**src/rtl/seq_divider_pkg.sv**
```systemverilog
// div_pkg: shared constants and FSM encoding for the sequential divider.
package div_pkg;
   localparam int DIV_WIDTH = 32;
   localparam logic [31:0] DIV_Q_DZ = 32'hFFFF_FFFF;
   typedef enum logic [1:0] {S_IDLE = 2'd0, S_ITER = 2'd1, S_FIX = 2'd2} state_e;
endpackage

```
**src/rtl/seq_divider_if.sv**
```systemverilog
// seq_divider_if: request/result bundle between the core and the divider.
interface seq_divider_if #(parameter int WIDTH = 32);
   logic             start;
   logic             is_signed;
   logic [WIDTH-1:0] dividend;
   logic [WIDTH-1:0] divisor;
   logic [WIDTH-1:0] q;
   logic [WIDTH-1:0] r;
   logic             busy;
   logic             done;
   logic             div_zero;
   modport master (output start, is_signed, dividend, divisor, input q, r, busy, done, div_zero);
   modport slave (input start, is_signed, dividend, divisor, output q, r, busy, done, div_zero);
endinterface

```
**src/rtl/seq_divider_sign_fix.sv**
```systemverilog
// div_sign_fix: applies result signs to the magnitude quotient/remainder, with divide-by-zero override.
module div_sign_fix
   import div_pkg::*;
#(
   parameter int WIDTH = DIV_WIDTH
) (
   input  logic [WIDTH-1:0] quo,
   input  logic [WIDTH-1:0] rem,
   input  logic [WIDTH-1:0] dividend,
   input  logic             sign_q,
   input  logic             sign_r,
   input  logic             dz,
   output logic [WIDTH-1:0] q,
   output logic [WIDTH-1:0] r
);
   always_comb begin
      q = dz ? WIDTH'(DIV_Q_DZ) : sign_q ? -quo : quo;
      r = dz ? dividend : sign_r ? -rem : rem;
   end
endmodule

```
**src/rtl/seq_divider.sv**
```systemverilog
// seq_divider: multi-cycle radix-2 restoring divider for signed and unsigned operands.
module seq_divider
   import div_pkg::*;
#(
   parameter int WIDTH = DIV_WIDTH,
   parameter int CNT_W = 5
) (
   input logic         clk,
   input logic         rst,
   seq_divider_if.slave d
);
   state_e             state_q, state_d;
   logic [CNT_W-1:0]   cnt_q, cnt_d;
   logic [WIDTH-1:0]   rem_q, rem_d, quo_q, quo_d, dvs_q, dvs_d, dvd_q, dvd_d;
   logic               sq_q, sq_d, sr_q, sr_d, dz_q, dz_d;
   logic [WIDTH-1:0]   q_q, q_d, r_q, r_d;
   logic               done_q, done_d, div_zero_q, div_zero_d;
   logic [WIDTH:0]     shifted;
   logic [WIDTH-1:0]   trial, fix_q, fix_r;
   logic               no_borrow, neg_a, neg_b;

   div_sign_fix #(.WIDTH(WIDTH)) u_fix (
      .quo(quo_q), .rem(rem_q), .dividend(dvd_q),
      .sign_q(sq_q), .sign_r(sr_q), .dz(dz_q),
      .q(fix_q), .r(fix_r)
   );

   always_ff @(posedge clk) begin
      if (rst) begin
         state_q    <= S_IDLE;
         cnt_q      <= '0;
         rem_q      <= '0;
         quo_q      <= '0;
         dvs_q      <= '0;
         dvd_q      <= '0;
         sq_q       <= 1'b0;
         sr_q       <= 1'b0;
         dz_q       <= 1'b0;
         q_q        <= '0;
         r_q        <= '0;
         done_q     <= 1'b0;
         div_zero_q <= 1'b0;
      end else begin
         state_q    <= state_d;
         cnt_q      <= cnt_d;
         rem_q      <= rem_d;
         quo_q      <= quo_d;
         dvs_q      <= dvs_d;
         dvd_q      <= dvd_d;
         sq_q       <= sq_d;
         sr_q       <= sr_d;
         dz_q       <= dz_d;
         q_q        <= q_d;
         r_q        <= r_d;
         done_q     <= done_d;
         div_zero_q <= div_zero_d;
      end
   end

   always_comb begin
      state_d    = state_q;
      cnt_d      = cnt_q;
      rem_d      = rem_q;
      quo_d      = quo_q;
      dvs_d      = dvs_q;
      dvd_d      = dvd_q;
      sq_d       = sq_q;
      sr_d       = sr_q;
      dz_d       = dz_q;
      q_d        = q_q;
      r_d        = r_q;
      done_d     = 1'b0;
      div_zero_d = div_zero_q;
      neg_a      = d.is_signed & d.dividend[WIDTH-1];
      neg_b      = d.is_signed & d.divisor[WIDTH-1];
      // shifted can reach 2*divisor-1, so compare at WIDTH+1 bits; the difference always fits WIDTH
      shifted    = {rem_q, quo_q[WIDTH-1]};
      no_borrow  = shifted >= {1'b0, dvs_q};
      trial      = shifted[WIDTH-1:0] - dvs_q;
      case (state_q)
         S_IDLE: begin
            if (d.start) begin
               state_d = S_ITER;
               cnt_d   = '0;
               rem_d   = '0;
               quo_d   = neg_a ? -d.dividend : d.dividend;
               dvs_d   = neg_b ? -d.divisor : d.divisor;
               dvd_d   = d.dividend;
               sq_d    = neg_a ^ neg_b;
               sr_d    = neg_a;
               dz_d    = d.divisor == '0;
            end
         end
         S_ITER: begin
            rem_d   = no_borrow ? trial : shifted[WIDTH-1:0];
            quo_d   = {quo_q[WIDTH-2:0], no_borrow};
            cnt_d   = cnt_q + 1'b1;
            state_d = cnt_q == CNT_W'(WIDTH - 1) ? S_FIX : S_ITER;
         end
         S_FIX: begin
            q_d        = fix_q;
            r_d        = fix_r;
            div_zero_d = dz_q;
            done_d     = 1'b1;
            state_d    = S_IDLE;
         end
         default: state_d = S_IDLE;
      endcase
   end

   assign d.q        = q_q;
   assign d.r        = r_q;
   assign d.busy     = state_q != S_IDLE;
   assign d.done     = done_q;
   assign d.div_zero = div_zero_q;
endmodule
```
**src/flat_wrapper.sv**
```systemverilog
// flat-port wrapper written by rule: the top's interface ports become plain ports
module seq_divider_flat import div_pkg::*;
#(
   parameter int WIDTH = DIV_WIDTH,
   parameter int CNT_W = 5
)
  (clk, rst, d_start, d_is_signed, d_dividend, d_divisor, d_q, d_r, d_busy, d_done, d_div_zero);
  seq_divider_if #(.WIDTH(WIDTH)) d_i ();
  input logic clk;
  input logic rst;
  input wire logic [$bits(d_i.start)-1:0] d_start;
  input wire logic [$bits(d_i.is_signed)-1:0] d_is_signed;
  input wire logic [$bits(d_i.dividend)-1:0] d_dividend;
  input wire logic [$bits(d_i.divisor)-1:0] d_divisor;
  output wire logic [$bits(d_i.q)-1:0] d_q;
  output wire logic [$bits(d_i.r)-1:0] d_r;
  output wire logic [$bits(d_i.busy)-1:0] d_busy;
  output wire logic [$bits(d_i.done)-1:0] d_done;
  output wire logic [$bits(d_i.div_zero)-1:0] d_div_zero;
  assign d_i.start = d_start;
  assign d_i.is_signed = d_is_signed;
  assign d_i.dividend = d_dividend;
  assign d_i.divisor = d_divisor;
  assign d_q = d_i.q;
  assign d_r = d_i.r;
  assign d_busy = d_i.busy;
  assign d_done = d_i.done;
  assign d_div_zero = d_i.div_zero;
  seq_divider #(.WIDTH(WIDTH), .CNT_W(CNT_W)) u_core (.clk(clk), .rst(rst), .d(d_i));
endmodule
```
**config.mk**
```make
export PLATFORM = sky130hd
export DESIGN_NAME = seq_divider_flat
export DESIGN_NICKNAME = d
export VERILOG_FILES = /design/src/rtl/seq_divider_pkg.sv /design/src/rtl/seq_divider_if.sv /design/src/rtl/seq_divider_sign_fix.sv /design/src/rtl/seq_divider.sv /design/src/flat_wrapper.sv
export SDC_FILE = /design/constraint.sdc
export NUM_CORES = 1
export LEC_CHECK = 0
export ABC_AREA = 1
export CAP_MARGIN = 20
export CORE_ASPECT_RATIO = 1.1
export CORE_MARGIN = 2
export CORE_UTILIZATION = 45
export CTS_CLUSTER_SIZE = 8
export DETAILED_ROUTE_END_ITERATION = 6
export PLACE_DENSITY = 0.67
export SLEW_MARGIN = 0
export SYNTH_ARGS = -nofsm -noshare
export SYNTH_HDL_FRONTEND = slang
export SYNTH_HIERARCHICAL = 1
export SYNTH_SLANG_ARGS = --single-unit
```
**constraint.sdc**
```tcl
create_clock -name clk -period 6.3 [get_ports clk]
set_input_delay 1.26 -clock clk [delete_from_list [all_inputs] [get_ports clk]]
set_output_delay 1.26 -clock clk [all_outputs]
set_load 0.03 [all_outputs]
```
Word level (Yosys, flattened, before mapping)

Cells that the tools add are included.

Order comparisons: 1
Reduce and logical (&&, ||, !) cells: 6
Multiplexer cells: 17
Eq/ne operators: 4
Add/subtract/negate cells: 6
Bitwise operators: 3

Operators by type and width:

| operator                                                         | count |
|---|---|
| 32-bit two-way mux                                               | 9 |
| 32-bit negation                                                  | 4 |
| 32-bit case mux with 2 select lines                              | 2 |
| 33-bit by 32-bit >= comparator with 1-bit output                 | 1 |
| 32-bit logical NOT                                               | 1 |
| 32-bit subtractor                                                | 1 |
| 5-bit case mux with 2 select lines                               | 1 |
| 5-bit by 1-bit adder with 5-bit output (second input constant)   | 1 |
| 5-bit == test (second input constant)                            | 1 |
| 5-bit two-way mux                                                | 1 |
| 2-bit two-way mux                                                | 2 |
| 2-bit case mux with 2 select lines                               | 1 |
| 2-bit AND reduction                                              | 2 |
| 2-bit nonzero test                                               | 2 |
| 1-bit bitwise AND                                                | 2 |
| 2-bit by 1-bit == test with 1-bit output (second input constant) | 1 |
| 2-bit == test (second input constant)                            | 1 |
| 2-bit logical NOT                                                | 1 |
| 2-bit != test (second input constant)                            | 1 |
| 1-bit two-way mux                                                | 1 |
| 1-bit bitwise XOR                                                | 1 |

Word-level logic and storage cells: 50
Flip-flop bits (word level): 204
Output and inout port bits: 67

Logic depth before layout (Yosys ltp)

Depth in word-level cells: 4
Depth in mapped cells: 18
Gate-level depth less buffers: 18

Hierarchy

Netlist, hierarchy kept.

By module, submodules not included:

| module       | seq. area each (sq um) | instances | area each (sq um) | cells an instance |
|---|---|---|---|---|
| seq_divider  | 4083.9                 | 1         | 11928.9           | 1870 |
| div_sign_fix | 0.0                    | 1         | 2531.2            | 539 |

Worst setup path after synthesis

No wires, ideal clock.

Path kind: input-to-reg
Start point: input port d_dividend[1]
End point: register u_core.quo_q[30]
Arrival time: 2.751 ns
Path buffers: 0
Data required time: 6.226 ns
Cell stages on the path: 11
Slack: 3.475 ns
Cell sequence: inv_1 > ha_1 > inv_1 > nor3_1 > nand3_1 > nor2_1 > nand2_1 > nand2_1 > nand4_1 > or2_2 > a31oi_1

Longest elaborated chain between the ends: 4

Ends and longest elaborated chain:

| what                                | line               | source |
|---|---|---|
| start: declaration                  | flat_wrapper.sv:13 | `input wire logic [$bits(d_i.dividend)-1:0] d_dividend;` |
| 32-bit negation                     | seq_divider.sv:86  | `quo_d = neg_a ? -d.dividend : d.dividend;` |
| 32-bit two-way mux                  | seq_divider.sv:86  |  |
| 32-bit two-way mux                  | seq_divider.sv:82  | `if (d.start) begin` |
| 32-bit case mux with 2 select lines | seq_divider.sv:80  | `case (state_q)` |
| end signal: assignment              | seq_divider.sv:47  | `quo_q <= quo_d;` |
| end: declaration                    | seq_divider.sv:14  | `logic [WIDTH-1:0] rem_q, rem_d, quo_q, quo_d, dvs_q, dvs_d, dvd_q, dvd_d;` |

Every way passes these cells. The select of a mux whose other input is x is not followed.
A chain may end at the register's enable or synchronous reset.

Worst setup path after layout

Start point: input port d_is_signed
End point: register u_core.quo_q[16]

Longest elaborated chain between the ends: 4

Ends and longest elaborated chain:

| what                                | line               | source |
|---|---|---|
| start: declaration                  | flat_wrapper.sv:12 | `input wire logic [$bits(d_i.is_signed)-1:0] d_is_signed;` |
| 1-bit bitwise AND                   | seq_divider.sv:74  | `neg_a = d.is_signed & d.dividend[WIDTH-1];` |
| 32-bit two-way mux                  | seq_divider.sv:86  |  |
| 32-bit two-way mux                  | seq_divider.sv:82  |  |
| 32-bit case mux with 2 select lines | seq_divider.sv:80  |  |

Every way passes these cells. The select of a mux whose other input is x is not followed.

==> flow_metrics.env <==
export IMPL_status="complete, no violations"
export IMPL_finClkSkew_ps=27.7
export IMPL_peakVddDrop_uv=194
export IMPL_final_hold_violation_count=0
export IMPL_arrival_ps=4080
export IMPL_yosysSeqAreaShare=0.282
export IMPL_powerDensity_nw_per_um2=288
export IMPL_crit_path_start_kind="primary input"
export IMPL_relSlewSlack=0.302
export IMPL_die_h_um=192
export IMPL_drtPass1Iterations=6
export IMPL_syn_inst=2409
export IMPL_synth_distinct_cells=52
export IMPL_path_max_fanout=27
export IMPL_regArea_sq_um=4080
export IMPL_clock_path_buffers=3
export IMPL_grt_max_degree=117
export IMPL_grt_pass1_wl_um=78500
export IMPL_clock_sinks=204
export IMPL_yosysWarnings=6
export IMPL_utilization=0.536
export IMPL_min_period_ps=3620
export IMPL_ys_ff_latch=204
export IMPL_ys_flop_type="dfxtp_1"
export IMPL_multi_input_area_sq_um=8830
export IMPL_fin_tns_setup_ps=0
export IMPL_clock_root_buffer="clkbuf_16"
export IMPL_power_mw=4.86
export IMPL_htree_levels=1
export IMPL_synth_most_common_cell="nand2_1"
export IMPL_fmax_ghz=0.276
export IMPL_die_w_um=175
export IMPL_leakage_nw=8.40
export IMPL_grt_pass1_vias=14900
export IMPL_synth_top_area_frac=0.282
export IMPL_hold_path_class="flip-flop to flip-flop"
export IMPL_viasPerCell=5.46
export IMPL_area_growth_pct=16.8
export IMPL_internal_power_mw=2.88
export IMPL_die_area_sq_um=33600
export IMPL_rows=68
export IMPL_critical_path_required_ps=6760
export IMPL_vias=15900
export IMPL_antenna_found_initial=0
export IMPL_wirelength_um=49400
export IMPL_slew_viol_final=0
export IMPL_fin_area_sq_um=16900
export IMPL_clk_pin_slew_ps=50
export IMPL_synth_edff_count=0
export IMPL_initial_utilization=0.459
export IMPL_overflow=0
export IMPL_ios=135
export IMPL_cts_tree="built"
export IMPL_critPathKind="primary input to flip-flop"
export IMPL_p_sw_mw=1.98
export IMPL_clk_latency_ps=570
export IMPL_power_frac_comb=0.387
export IMPL_cts_made_buffers=30
export IMPL_hold_ws_ps=470
export IMPL_clkPwrFrac=0.303
export IMPL_wl_per_cell_um=16.9
export IMPL_post_route_drc_count=0
export IMPL_syn_area_sq_um=14500
export IMPL_post_cts_resized=0
export IMPL_synth_area_top_cells="dfxtp_1 28%, nand2_1 16%, nor2_1 11%"
export IMPL_synth_area_per_cell_sq_um=6.00
export IMPL_setup_violations=0
export IMPL_ys_top_cells_by_count="605 x nand2_1, 418 x nor2_1, 290 x inv_1"
export IMPL_dpl_cell_area_sq_um=16000
export IMPL_layout_drive_gt1_share=0.0532
export IMPL_min_period_over_period=0.574
export IMPL_core_sq_um=31500
export IMPL_synthArstFlopShare=0
export IMPL_nets=2602
export IMPL_num_antenna_cells=0
export IMPL_ant_nets=0
export IMPL_drv_cap=0
export IMPL_drt_iter0_drc=1630
export IMPL_numPortBuffers=134
export IMPL_endpoint_kind="flip-flop"
export IMPL_gp_congestion=1.01
export IMPL_hpwl_um=37100
export IMPL_grt_use_total=0.290
export IMPL_worstMarginPinSlew_ps=1050
export IMPL_sw_frac_of_total=0.408
export IMPL_hold_buffers=0
export IMPL_seqPwrFrac=0.310
export IMPL_fill_cells=3262
export IMPL_rsz0062_at_grt="false"
export IMPL_synth_fp_nets=2516
export IMPL_post_cts_repair_setup_buffers=0
export IMPL_synth_top_area_cell="dfxtp_1"
==> cell families after synthesis <==
kind of cell,after synthesis,synth area share
flops,204,0.282
simple gates,1363,0.406
xor+xnor,42,0.0254
compound gates,363,0.144
fa+ha+maj,39,0.0343
buf+inv,398,0.108
==> critical path: stages <==
cell	delay, ps
clkdlybuf4s50_1	530
nand2_1	500
clkinv_1	780
nand2_1	440
o21ai_0	180
nand3_1	110
nand2_1	50
o21ai_0	140
inv_1	60
==> metrics by stage <==
step	setup WS (ps)	std cells
final	2680	2918
after floorplan	3470	2409
after global placement	2180	2882
after global routing	2410	2918
after detailed placement	2170	2882
after CTS	2770	2917
==> sequential cells by signal, indices dropped and copies added (netlist names) <==
register and count:
u_core/cnt_q 5, u_core/d.div_zero 1, u_core/d.done 1, u_core/d.q 32, u_core/d.r 32, u_core/dvd_q 32, u_core/dvs_q 32, u_core/dz_q 1
u_core/quo_q 32, u_core/rem_q 32, u_core/sq_q 1, u_core/sr_q 1, u_core/state_q 2
==> final timing paths <==
kind	start	end	slack, ps	cells after the start
worst max-delay path	d_is_signed	u_core/quo_q[16]	2680	9
worst min-delay path	u_core/cnt_q[4]	u_core/cnt_q[4]	470	2
worst max register to register	u_core/rem_q[18]	u_core/rem_q[13]	3090	14
worst min register to register	u_core/cnt_q[4]	u_core/cnt_q[4]	470	2
==> cell usage in the layout (no fill, tap or decap), types with 13 or more instances in the layout <==
master / Yosys / final
nand2_1: 605 / 604
nor2_1: 418 / 416
inv_1: 290 / 287
dfxtp_1: 204 / 204
nand3_1: 177 / 177
o21ai_0: 167 / 167
clkdlybuf4s50_1: 0 / 133
a21oi_1: 91 / 91
nand4_1: 58 / 58
ha_1: 38 / 38
xor2_1: 35 / 35
clkbuf_16: 0 / 30
a22oi_1: 22 / 22
nor3_1: 20 / 20
nand2_2: 18 / 19
nand3b_1: 18 / 18
buf_4: 1 / 16
nor2_2: 15 / 15
o211ai_1: 15 / 15
a211oi_1: 14 / 14
a31oi_1: 13 / 13
==> area by class of cell <==
cell class	count	share of cell area
multi-input cells	1807	0.523
flip-flops and latches	204	0.242
repair buffers	151	0.0879
inverters	301	0.0670
clock buffers	32	0.0455
well taps	420	0.0311
clock inverters	3	0.00400
==> power groups by stage <==
stage	clock network (mW)	logic, mW	registers (mW)
finish	1.47	1.88	1.51
floorplan	0	1.39	1.47
global placement	0	1.83	1.53
CTS	1.51	1.85	1.50
detailed placement	0	1.84	1.53
global route	1.56	2.11	1.52
==> layer usage <==
layer / global-route usage / vias up / part of all wire
li1: - / 7917 / -
met1: 0.384 / 7270 / 0.44
met2: 0.474 / 598 / 0.45
met3: 0.0392 / 134 / 0.067
met4: 0.129 / 0 / 0.047
met5: 0 / - / 0
No activity file was read; power rests on OpenSTA's default activity.
